<file path="config.mk">
export PLATFORM = sky130hd
export DESIGN_NAME = lcd_power_seq
export DESIGN_NICKNAME = d
export VERILOG_FILES = /design/src/rtl/lcd_power_seq.sv
export SDC_FILE = /design/constraint.sdc
export NUM_CORES = 1
export LEC_CHECK = 0
export ABC_AREA = 1
export CAP_MARGIN = 20
export CORE_MARGIN = 2
export CORE_UTILIZATION = 53
export CTS_BUF_LIST = sky130_fd_sc_hd__clkbuf_4 sky130_fd_sc_hd__clkbuf_8 sky130_fd_sc_hd__clkbuf_16
export DETAILED_ROUTE_END_ITERATION = 10
export GPL_ROUTABILITY_DRIVEN = 0
export MAX_ROUTING_LAYER = met4
export PLACE_DENSITY = 0.85
export SYNTH_ARGS = -nofsm -noshare
export SYNTH_HDL_FRONTEND = slang
export SYNTH_SLANG_ARGS = --single-unit
export TNS_END_PERCENT = 1
</file>
<file path="constraint.sdc">
create_clock -name vga_clk -period 1.8 [get_ports vga_clk]
set_input_delay 0.36 -clock vga_clk [delete_from_list [all_inputs] [get_ports vga_clk]]
set_output_delay 0.36 -clock vga_clk [all_outputs]
set_load 0.02 [all_outputs]
</file>
<file path="src/rtl/lcd_power_seq.sv">
// ============================================================================
//  Module   : lcd_power_seq
//  Purpose  : Panel power/enable sequencer (DISP, timing-gen enable, backlight)
//             Optional macro LCD_POWER_SEQ_BL_RAMP_EN ramps backlight duty.
//  Revision : 1.0 - initial release
// ============================================================================
`default_nettype none

module lcd_power_seq #(
    parameter logic [15:0] T_PWR_ON      = 16'd1000,
    parameter logic [7:0]  FRAMES_BL_ON  = 8'd4,
    parameter logic [7:0]  FRAMES_BL_OFF = 8'd2,
    parameter logic [15:0] T_PWR_OFF     = 16'd1000,
    parameter logic [23:0] VS_TIMEOUT    = 24'd2000000
) (
    input  logic       vga_clk,
    input  logic       rst,
    input  logic       panel_en,
    input  logic       vga_vs,
    input  logic [7:0] bl_duty,
    output logic       tg_en,
    output logic       vpg_disp,
    output logic       bl_en,
    output logic       bl_pwm,
    output logic       ready,
    output logic       vs_timeout,
    output logic [2:0] seq_state
);

    localparam logic [2:0] c_st_off        = 3'd0;
    localparam logic [2:0] c_st_pwr_wait   = 3'd1;
    localparam logic [2:0] c_st_frame_wait = 3'd2;
    localparam logic [2:0] c_st_on         = 3'd3;
    localparam logic [2:0] c_st_bl_off     = 3'd4;
    localparam logic [2:0] c_st_disp_off   = 3'd5;

    localparam logic [23:0] c_pwr_on_last  = 24'(T_PWR_ON) - 24'd1;
    localparam logic [23:0] c_pwr_off_last = 24'(T_PWR_OFF) - 24'd1;
    localparam logic [23:0] c_timeout_last = VS_TIMEOUT - 24'd1;
    localparam logic [7:0]  c_bl_on_last   = FRAMES_BL_ON - 8'd1;
    localparam logic [7:0]  c_bl_off_last  = FRAMES_BL_OFF - 8'd1;

    logic [2:0]  state_q, state_d;
    logic        vs_prev_q;
    logic [23:0] cyc_q;
    logic [7:0]  frm_q;
    logic        timeout_q, timeout_hit_d;
    logic        tg_en_q, disp_q, bl_en_q, ready_q, bl_pwm_q;
    logic        tg_en_d, disp_d, bl_en_d, ready_d;
    logic [7:0]  pwm_cnt_q;
    logic [7:0]  w_duty_eff;
    logic        w_vs_fall;

    assign w_vs_fall = vs_prev_q & ~vga_vs;

    // panel_en is checked first in the power-up states so an abort always wins
    always_comb begin
        state_d       = state_q;
        timeout_hit_d = 1'b0;
        case (state_q)
            c_st_off: begin
                if (panel_en) state_d = c_st_pwr_wait;
            end
            c_st_pwr_wait: begin
                if (!panel_en)                   state_d = c_st_disp_off;
                else if (cyc_q == c_pwr_on_last) state_d = c_st_frame_wait;
            end
            c_st_frame_wait: begin
                if (!panel_en) begin
                    state_d = c_st_disp_off;
                end else if (w_vs_fall && (frm_q == c_bl_on_last)) begin
                    state_d = c_st_on;
                end else if (cyc_q == c_timeout_last) begin
                    state_d       = c_st_on;
                    timeout_hit_d = 1'b1;
                end
            end
            c_st_on: begin
                if (!panel_en) state_d = c_st_bl_off;
            end
            c_st_bl_off: begin
                if (w_vs_fall && (frm_q == c_bl_off_last)) begin
                    state_d = c_st_disp_off;
                end else if (cyc_q == c_timeout_last) begin
                    state_d       = c_st_disp_off;
                    timeout_hit_d = 1'b1;
                end
            end
            c_st_disp_off: begin
                if (cyc_q == c_pwr_off_last) state_d = c_st_off;
            end
            default: state_d = c_st_off;
        endcase
    end

    // Moore outputs decoded from the next state so they register with it
    always_comb begin
        disp_d  = 1'b0;
        tg_en_d = 1'b0;
        bl_en_d = 1'b0;
        ready_d = 1'b0;
        case (state_d)
            c_st_pwr_wait:   disp_d = 1'b1;
            c_st_frame_wait: begin disp_d = 1'b1; tg_en_d = 1'b1; end
            c_st_on: begin
                disp_d  = 1'b1;
                tg_en_d = 1'b1;
                bl_en_d = 1'b1;
                ready_d = 1'b1;
            end
            c_st_bl_off:     begin disp_d = 1'b1; tg_en_d = 1'b1; end
            c_st_disp_off:   disp_d = 1'b1;
            default:         disp_d = 1'b0;
        endcase
    end

    always_ff @(posedge vga_clk) begin
        if (rst) begin
            state_q   <= c_st_off;
            vs_prev_q <= 1'b1;
            cyc_q     <= 24'd0;
            frm_q     <= 8'd0;
            timeout_q <= 1'b0;
            disp_q    <= 1'b0;
            tg_en_q   <= 1'b0;
            bl_en_q   <= 1'b0;
            ready_q   <= 1'b0;
            pwm_cnt_q <= 8'd0;
            bl_pwm_q  <= 1'b0;
        end else begin
            state_q   <= state_d;
            vs_prev_q <= vga_vs;
            if (state_d != state_q) begin
                cyc_q <= 24'd0;
                frm_q <= 8'd0;
            end else begin
                cyc_q <= cyc_q + 24'd1;
                frm_q <= frm_q + {7'd0, w_vs_fall};
            end
            timeout_q <= timeout_q | timeout_hit_d;
            disp_q    <= disp_d;
            tg_en_q   <= tg_en_d;
            bl_en_q   <= bl_en_d;
            ready_q   <= ready_d;
            pwm_cnt_q <= pwm_cnt_q + 8'd1;
            bl_pwm_q  <= bl_en_q & (pwm_cnt_q < w_duty_eff);
        end
    end

`ifdef LCD_POWER_SEQ_BL_RAMP_EN
    logic [7:0] duty_ramp_q;

    // Soft-start: one duty step per frame, but a lowered target applies at once
    always_ff @(posedge vga_clk) begin
        if (rst || (state_q != c_st_on)) begin
            duty_ramp_q <= 8'd0;
        end else if (bl_duty < duty_ramp_q) begin
            duty_ramp_q <= bl_duty;
        end else if (w_vs_fall && (duty_ramp_q != bl_duty)) begin
            duty_ramp_q <= duty_ramp_q + 8'd1;
        end
    end

    assign w_duty_eff = duty_ramp_q;
`else
    assign w_duty_eff = bl_duty;
`endif

    assign tg_en      = tg_en_q;
    assign vpg_disp   = disp_q;
    assign bl_en      = bl_en_q;
    assign bl_pwm     = bl_pwm_q;
    assign ready      = ready_q;
    assign vs_timeout = timeout_q;
    assign seq_state  = state_q;

endmodule

`default_nettype wire
</file>
==> results of run 1 <==
-- area by class of cell --
type / count / area (um2) / area share (%)
inverter: 68 / 262 / 7.14
clock inverter: 3 / 26.3 / 0.717
tap: 72 / 90.1 / 2.46
sequential: 49 / 986 / 26.9
timing repair buffer: 44 / 453 / 12.4
clock buffer: 5 / 68.8 / 1.88
multi-input combinational: 272 / 1780 / 48.5
-- Yosys cell counts --
library cell / number
nand2_1: 60
nor2_1: 59
inv_1: 58
dfxtp_1: 49
nor2_4: 31
nand3_1: 21
xor2_1: 18
ha_1: 11
xnor2_1: 9
a21oi_1: 8
nand4_1: 8
nor2_2: 8
nor3_1: 8
nand2_2: 7
o21ai_0: 7
inv_2: 6
buf_12: 3
nand3_2: 3
nor3_2: 3
clkinv_1: 2
clkinv_2: 2
nand3b_1: 2
a21oi_2: 1
a22oi_1: 1
buf_4: 1
clkbuf_1: 1
nand2_4: 1
nand4_2: 1
nor4_1: 1
o2111ai_1: 1
o21a_1: 1
o21ai_2: 1
or2_1: 1
-- layout by cell type, fill, tap and decap left out, drive strengths merged --
master and instances:
nor2 98, nand2 68, inv 66, dfxtp 49, nand3 24, buf 22, xor2 18, clkdlybuf4s50 18
ha 11, nor3 11, xnor2 9, nand4 9, a21oi 9, o21ai 8, clkbuf 7, clkinv 3
nand3b 2, clkinvlp 2, dlymetal6s2s 2, o21a 1, a22oi 1, o2111ai 1, or2 1, nor4 1
-- sequential cells by signal, indices dropped and copies added (netlist names), 3 cells and up --
signal     cells
pwm_cnt_q      8
cyc_q         24
seq_state      3
frm_q          8
-- cells by family (layout without fill, tap and decap cells) --
| family | count (synthesis) | after routing | share of synthesized area (%) |
|---|---|---|---|
| flops | 49 | 49 | 32.7 |
| simple gates | 214 | 214 | 39.9 |
| compound gates | 20 | 20 | 3.88 |
| xor+xnor | 27 | 27 | 7.89 |
| buf+inv | 73 | 120 | 11.0 |
| fa+ha+maj | 11 | 11 | 4.59 |
-- path summary, 6_finish.rpt --
kind / start / endpoint / slack (ns) / depth (start not counted)
setup / recovery: cyc_q[1] / cyc_q[3] / -0.02 / 14
hold / removal: vs_timeout / vs_timeout / 0.48 / 2
setup reg to reg: cyc_q[1] / cyc_q[3] / -0.02 / 14
hold reg to reg: vs_timeout / vs_timeout / 0.48 / 2
-- per-stage QoR --
stage	TNS, ns	std cells	utilization [%]	power (W)
2_1_floorplan	0	394	-	0.00143
3_3_place_gp	-2.80	503	62.3	0.00153
3_5_place_dp	-4.25	503	62.3	0.00155
4_1_cts	0	511	64.0	0.00223
5_1_grt	-3.20	513	67.0	0.00240
6_report	-0.0474	513	67.0	0.00231
-- per-layer routing --
layer	wire length, um	GRT usage, %	vias up
met1	2810	24.1	1211
met4	152	6.03	0
met5	0	-	-
met2	3410	36.9	87
li1	-	-	1308
met3	333	3.41	18
-- critical path, delay by kind of cell (launching register included) --
kind | cells | cell delay [ns]
simple gates | 11 | 0.96
fa+ha+maj | 1 | 0.15
flops | 1 | 0.37
buf+inv | 2 | 0.26
-- power by group --
group	total (W)	internal, W	switching, W
Clock	0.000701	0.000283	0.000418
Combinational	0.000469	0.000209	0.000260
Sequential	0.00114	0.00111	0.0000229
Total	0.00231	0.00160	0.000701
==> flow_summary_export.csv, run 1 <==
group,metric,value,unit
status,outcome,"finished, violations left",
status,violations,"setup timing",
global_routing,gr-total-overflow,0,
die,io_pins,21,
synth,seq_area_frac_synth,32.7,%
synth,synth.top_cell.area_share,32.7,%
cts,cts_sinks,49,
timing,finalHoldViolations,0,
cts,clkLatencyLatePin,0.32,ns
route,ant_nets,0,
worst_setup_path,startpoint_type,"flop",
die,die_w,79.2,um
route,drt_first_pass_iters,5,
worst_setup_path,crit_arrival,2.07,ns
die,die_h,79.2,um
timing,relSlewSlack,76.0,%
cts,path_clk_slew,0.10,ns
die,core_area,5470,um2
place,pre_cts_slack,-0.163,ns
place,dp_hpwl,4690,um
cts,htreeDepth,2,
synth,synth_nets,417,
layout,final_nets,463,
synth,syn_inst,394,
cts,cts_buffer_depth,2,
synth,synth_warnings,0,
global_routing,grt_use_total,20.7,%
worst_setup_path,slowest_stage,"dfxtp_2",
route,vias,2624,
synth,synth_area,3000,um2
layout,diodes,0,
layout,area_growth,22.3,%
place,portBuffers,20,
timing,rsz0062_at_grt,"true",
timing,hold_slack,0.479,ns
global_routing,antenna_found_initial,0,
synth,synth_top_cell_by_area,"dfxtp_1",
cts,cts_tree,"done",
worst_setup_path,critPathMaxStageDelay,0.37,ns
synth,yosys_register_bits,49,
cts,cts_resized,0,
timing,min_period,1.82,ns
die,start_util,54.8,%
die,rows,27,
cts,cts_setup_buffers,0,
route,drt_iter0_drc,141,
cts,cts_root_buf,"clkbuf_8",
timing,timing.final.crit_share,101,%
cts,cts_buffers,5,
synth,synth.distinct_cells,33,
cts,cts_hold_buf,0,
synth,synth.avg_cell_area,7.61,um2
power,ir_worst_vdd,0.505,mV
timing,finalSetupViolCount,8,
global_routing,grt_pass1_wl,10000,um
worst_setup_path,path_cells,"ha_4 -> nand2_4 -> inv_6 -> nand2_4 -> nor2_4 -> nand3_4 -> nand2_2 -> nand2_2 -> nand2_2 -> nand4_4 -> nand2_4 -> nand2_8 -> clkbuf_16 -> nor2_4",
timing,worst_pin_slew,0.357,ns
worst_setup_path,cp_max_fo,8,
power,power.leakage,1.49,nW
worst_setup_path,end_kind,"flop",
layout,fillers,425,
power,p_per_area,629,nW/um2
job,timing.max_cap.violations,0,
worst_setup_path,worstPathRequired,2.06,ns
layout,stdcell_area,3660,um2
die,die-area,6270,um2
global_routing,grt_max_degree,18,
timing,clock_skew,0.0102,ns
global_routing,grt_pass1_vias,2325,
route,wl_per_cell,13.1,um
worst_setup_path,worst-setup-path-type,"flop to flop",
timing,worst_slack,-0.0178,ns
route,drc,0,
synth,synthTopCellsByArea,"dfxtp_1 33%, nor2_4 12%, nand2_1 7.5%",
layout,drive_gt1_share,24.5,%
place,placed_area,3410,um2
route,wl,6700,um
timing,maxSlewViolCount,0,
route,vias_per_cell,5.12,
worst_hold_path,hold_path_class,"flop to flop",
timing,max_freq,550,MHz
Note: power is estimated with default switching activity, not from simulation.
==> inputs of run 2 (changes only) <==
Settings changed: TNS_END_PERCENT 1 to 20.
==> flow_summary_export.csv, run 2 (synthesis results as in run 1) <==
group,metric,value,unit
status,outcome,"finished, violations left",
status,violations,"setup timing",
global_routing,grt_max_degree,18,
worst_setup_path,crit_arrival,2.07,ns
die,io_pins,21,
cts,cts_buffer_depth,2,
timing,clock_skew,0.00998,ns
layout,multi_input_area,1780,um2
layout,stdcell_area,3660,um2
timing,rsz0062_at_grt,"true",
layout,drive_gt1_share,24.5,%
power,p_per_area,629,nW/um2
cts,clkLatencyLatePin,0.32,ns
route,routed.top_layer,"met4",
worst_setup_path,r2r_slack,-0.02,ns
cts,cts_root_buf,"clkbuf_8",
layout,largest_reg_flops,24,
worst_setup_path,reg2reg_depth,14,
layout,final_common_cell,"inv_1",
worst_setup_path,cp_max_fo,8,
die,core_area,5470,um2
timing,worst_slack,-0.0170,ns
layout,fillers,425,
route,drt_iter0_drc,119,
place,dp.cells,503,
timing,timing.final.crit_share,101,%
place,placed_area,3410,um2
worst_hold_path,hold_depth,2,
die,start_util,54.8,%
timing,worst_pin_slew,0.353,ns
route,ant_nets,0,
global_routing,grt_pass1_vias,2325,
timing,maxSlewViolCount,0,
worst_setup_path,worst-setup-path-type,"flop to flop",
power,finalPower,0.00230,W
route,drt_first_pass_iters,5,
job,timing.max_cap.violations,0,
power,power.leakage,1.49,nW
route,drc,0,
route,wl_per_cell,12.9,um
worst_setup_path,startpoint_type,"flop",
route,met1_length,2790,um
worst_setup_path,startpoint,"cyc_q[1]",
global_routing,gr-total-overflow,0,
route,wl,6640,um
layout,top_register,"cyc_q",
cts,htreeDepth,2,
layout,instances_no_fill,513,
route,vias_per_cell,5.08,
global_routing,antenna_found_initial,0,
worst_setup_path,reg2reg_from,"cyc_q[1]",
cts,cts_tree,"done",
timing,min_period,1.82,ns
worst_hold_path,hold_path_class,"flop to flop",
route,routed-wl-met3,298,um
die,die_h,79.2,um
layout,final_nets,463,
global_routing,grt_use_total,20.7,%
timing,finalSetupViolCount,6,
route,wl_met2,3420,um
timing,timing.setup.tns,-0.0426,ns
cts,cts_hold_buf,0,
worst_setup_path,r2r_end,"cyc_q[3]",
cts,cts_sinks,49,
worst_setup_path,worstPathRequired,2.05,ns
layout,final_cell_mix,"58 x inv_1, 57 x nor2_1, 55 x nand2_1",
global_routing,grt_pass1_wl,10000,um
layout,diodes,0,
layout,seqCellArea,986,um2
die,die_w,79.2,um
worst_setup_path,end_kind,"flop",
place,dp_hpwl,4690,um
timing,finalHoldViolations,0,
power,ir_worst_vdd,0.505,mV
worst_hold_path,hp-start,"vs_timeout",
worst_hold_path,min_to,"vs_timeout",
timing,relSlewSlack,76.2,%
place,portBuffers,20,
cts,cts_buffers,5,
layout,reg_top3,"cyc_q: 24 flops, frm_q: 8 flops, pwm_cnt_q: 8 flops",
route,vias,2607,
layout,area_growth,22.3,%
die,die-area,6270,um2
die,rows,27,
cts,path_clk_slew,0.10,ns
timing,max_freq,550,MHz
==> run 2: cell counts in the layout (fill, tap and decap cells not counted) <==
No cell type changed its count.
==> run 2: per-stage QoR <==
| step | utilization [%] | hold WS (ns) | setup slack (ns) |
|---|---|---|---|
| floorplan | - | 0.427 | 0.00335 |
| global placement | 62.3 | 0.440 | -0.107 |
| detailed placement | 62.3 | 0.457 | -0.163 |
| CTS | 64.0 | 0.483 | 0.0122 |
| global route | 67.0 | 0.504 | -0.131 |
| finish | 67.0 | 0.479 | -0.0170 |
==> run 2: worst max-delay path by stage <==
stage | slack (ns) | end | cells past startpoint
finish | -0.02 | cyc_q[3] | 14
global route | -0.13 | cyc_q[0] | 12
CTS | 0.01 | cyc_q[16] | 13
detailed placement | -0.16 | frm_q[7] | 10
global placement | -0.11 | cyc_q[13] | 9
floorplan | 0.003 | cyc_q[5] | 13
==> run 2: report_power, final <==
group          switching, W  total [W]  internal, W  leakage (nW)
logic              0.000259   0.000469     0.000209          1.05
registers         0.0000226    0.00113      0.00111         0.398
clock network      0.000417   0.000700     0.000283        0.0423
==> run 2: per-layer routing <==
layer / global-route usage (%) / vias to the layer above
li1: - / 1307
met4: 6.03 / 0
met1: 24.1 / 1201
met3: 3.41 / 17
met5: - / -
met2: 36.9 / 82
==> run 2: critical path, cell delays in order, from the launching register on <==
cell	delay [ns]
dfxtp_2	0.37
ha_4	0.15
nand2_4	0.06
inv_6	0.08
nand2_4	0.05
nor2_4	0.12
nand3_4	0.11
nand2_2	0.11
nand2_2	0.05
nand2_2	0.09
nand4_4	0.09
nand2_4	0.11
nand2_8	0.10
clkbuf_16	0.18
nor2_4	0.07
==> run 2: layout make-up <==
cell class | instances | share of cell area [%]
multi-input combinational | 272 | 48.5
sequential | 49 | 26.9
timing repair buffer | 44 | 12.4
inverter | 68 | 7.14
tap | 72 | 2.46
clock buffer | 5 | 1.88
clock inverter | 3 | 0.717
==> run 2: what timing repair did <==
action / CTS / global route
endpoints found under the setup margin: 0 / 34
buffers inserted: 0 / 0
gates resized for setup: 0 / 28
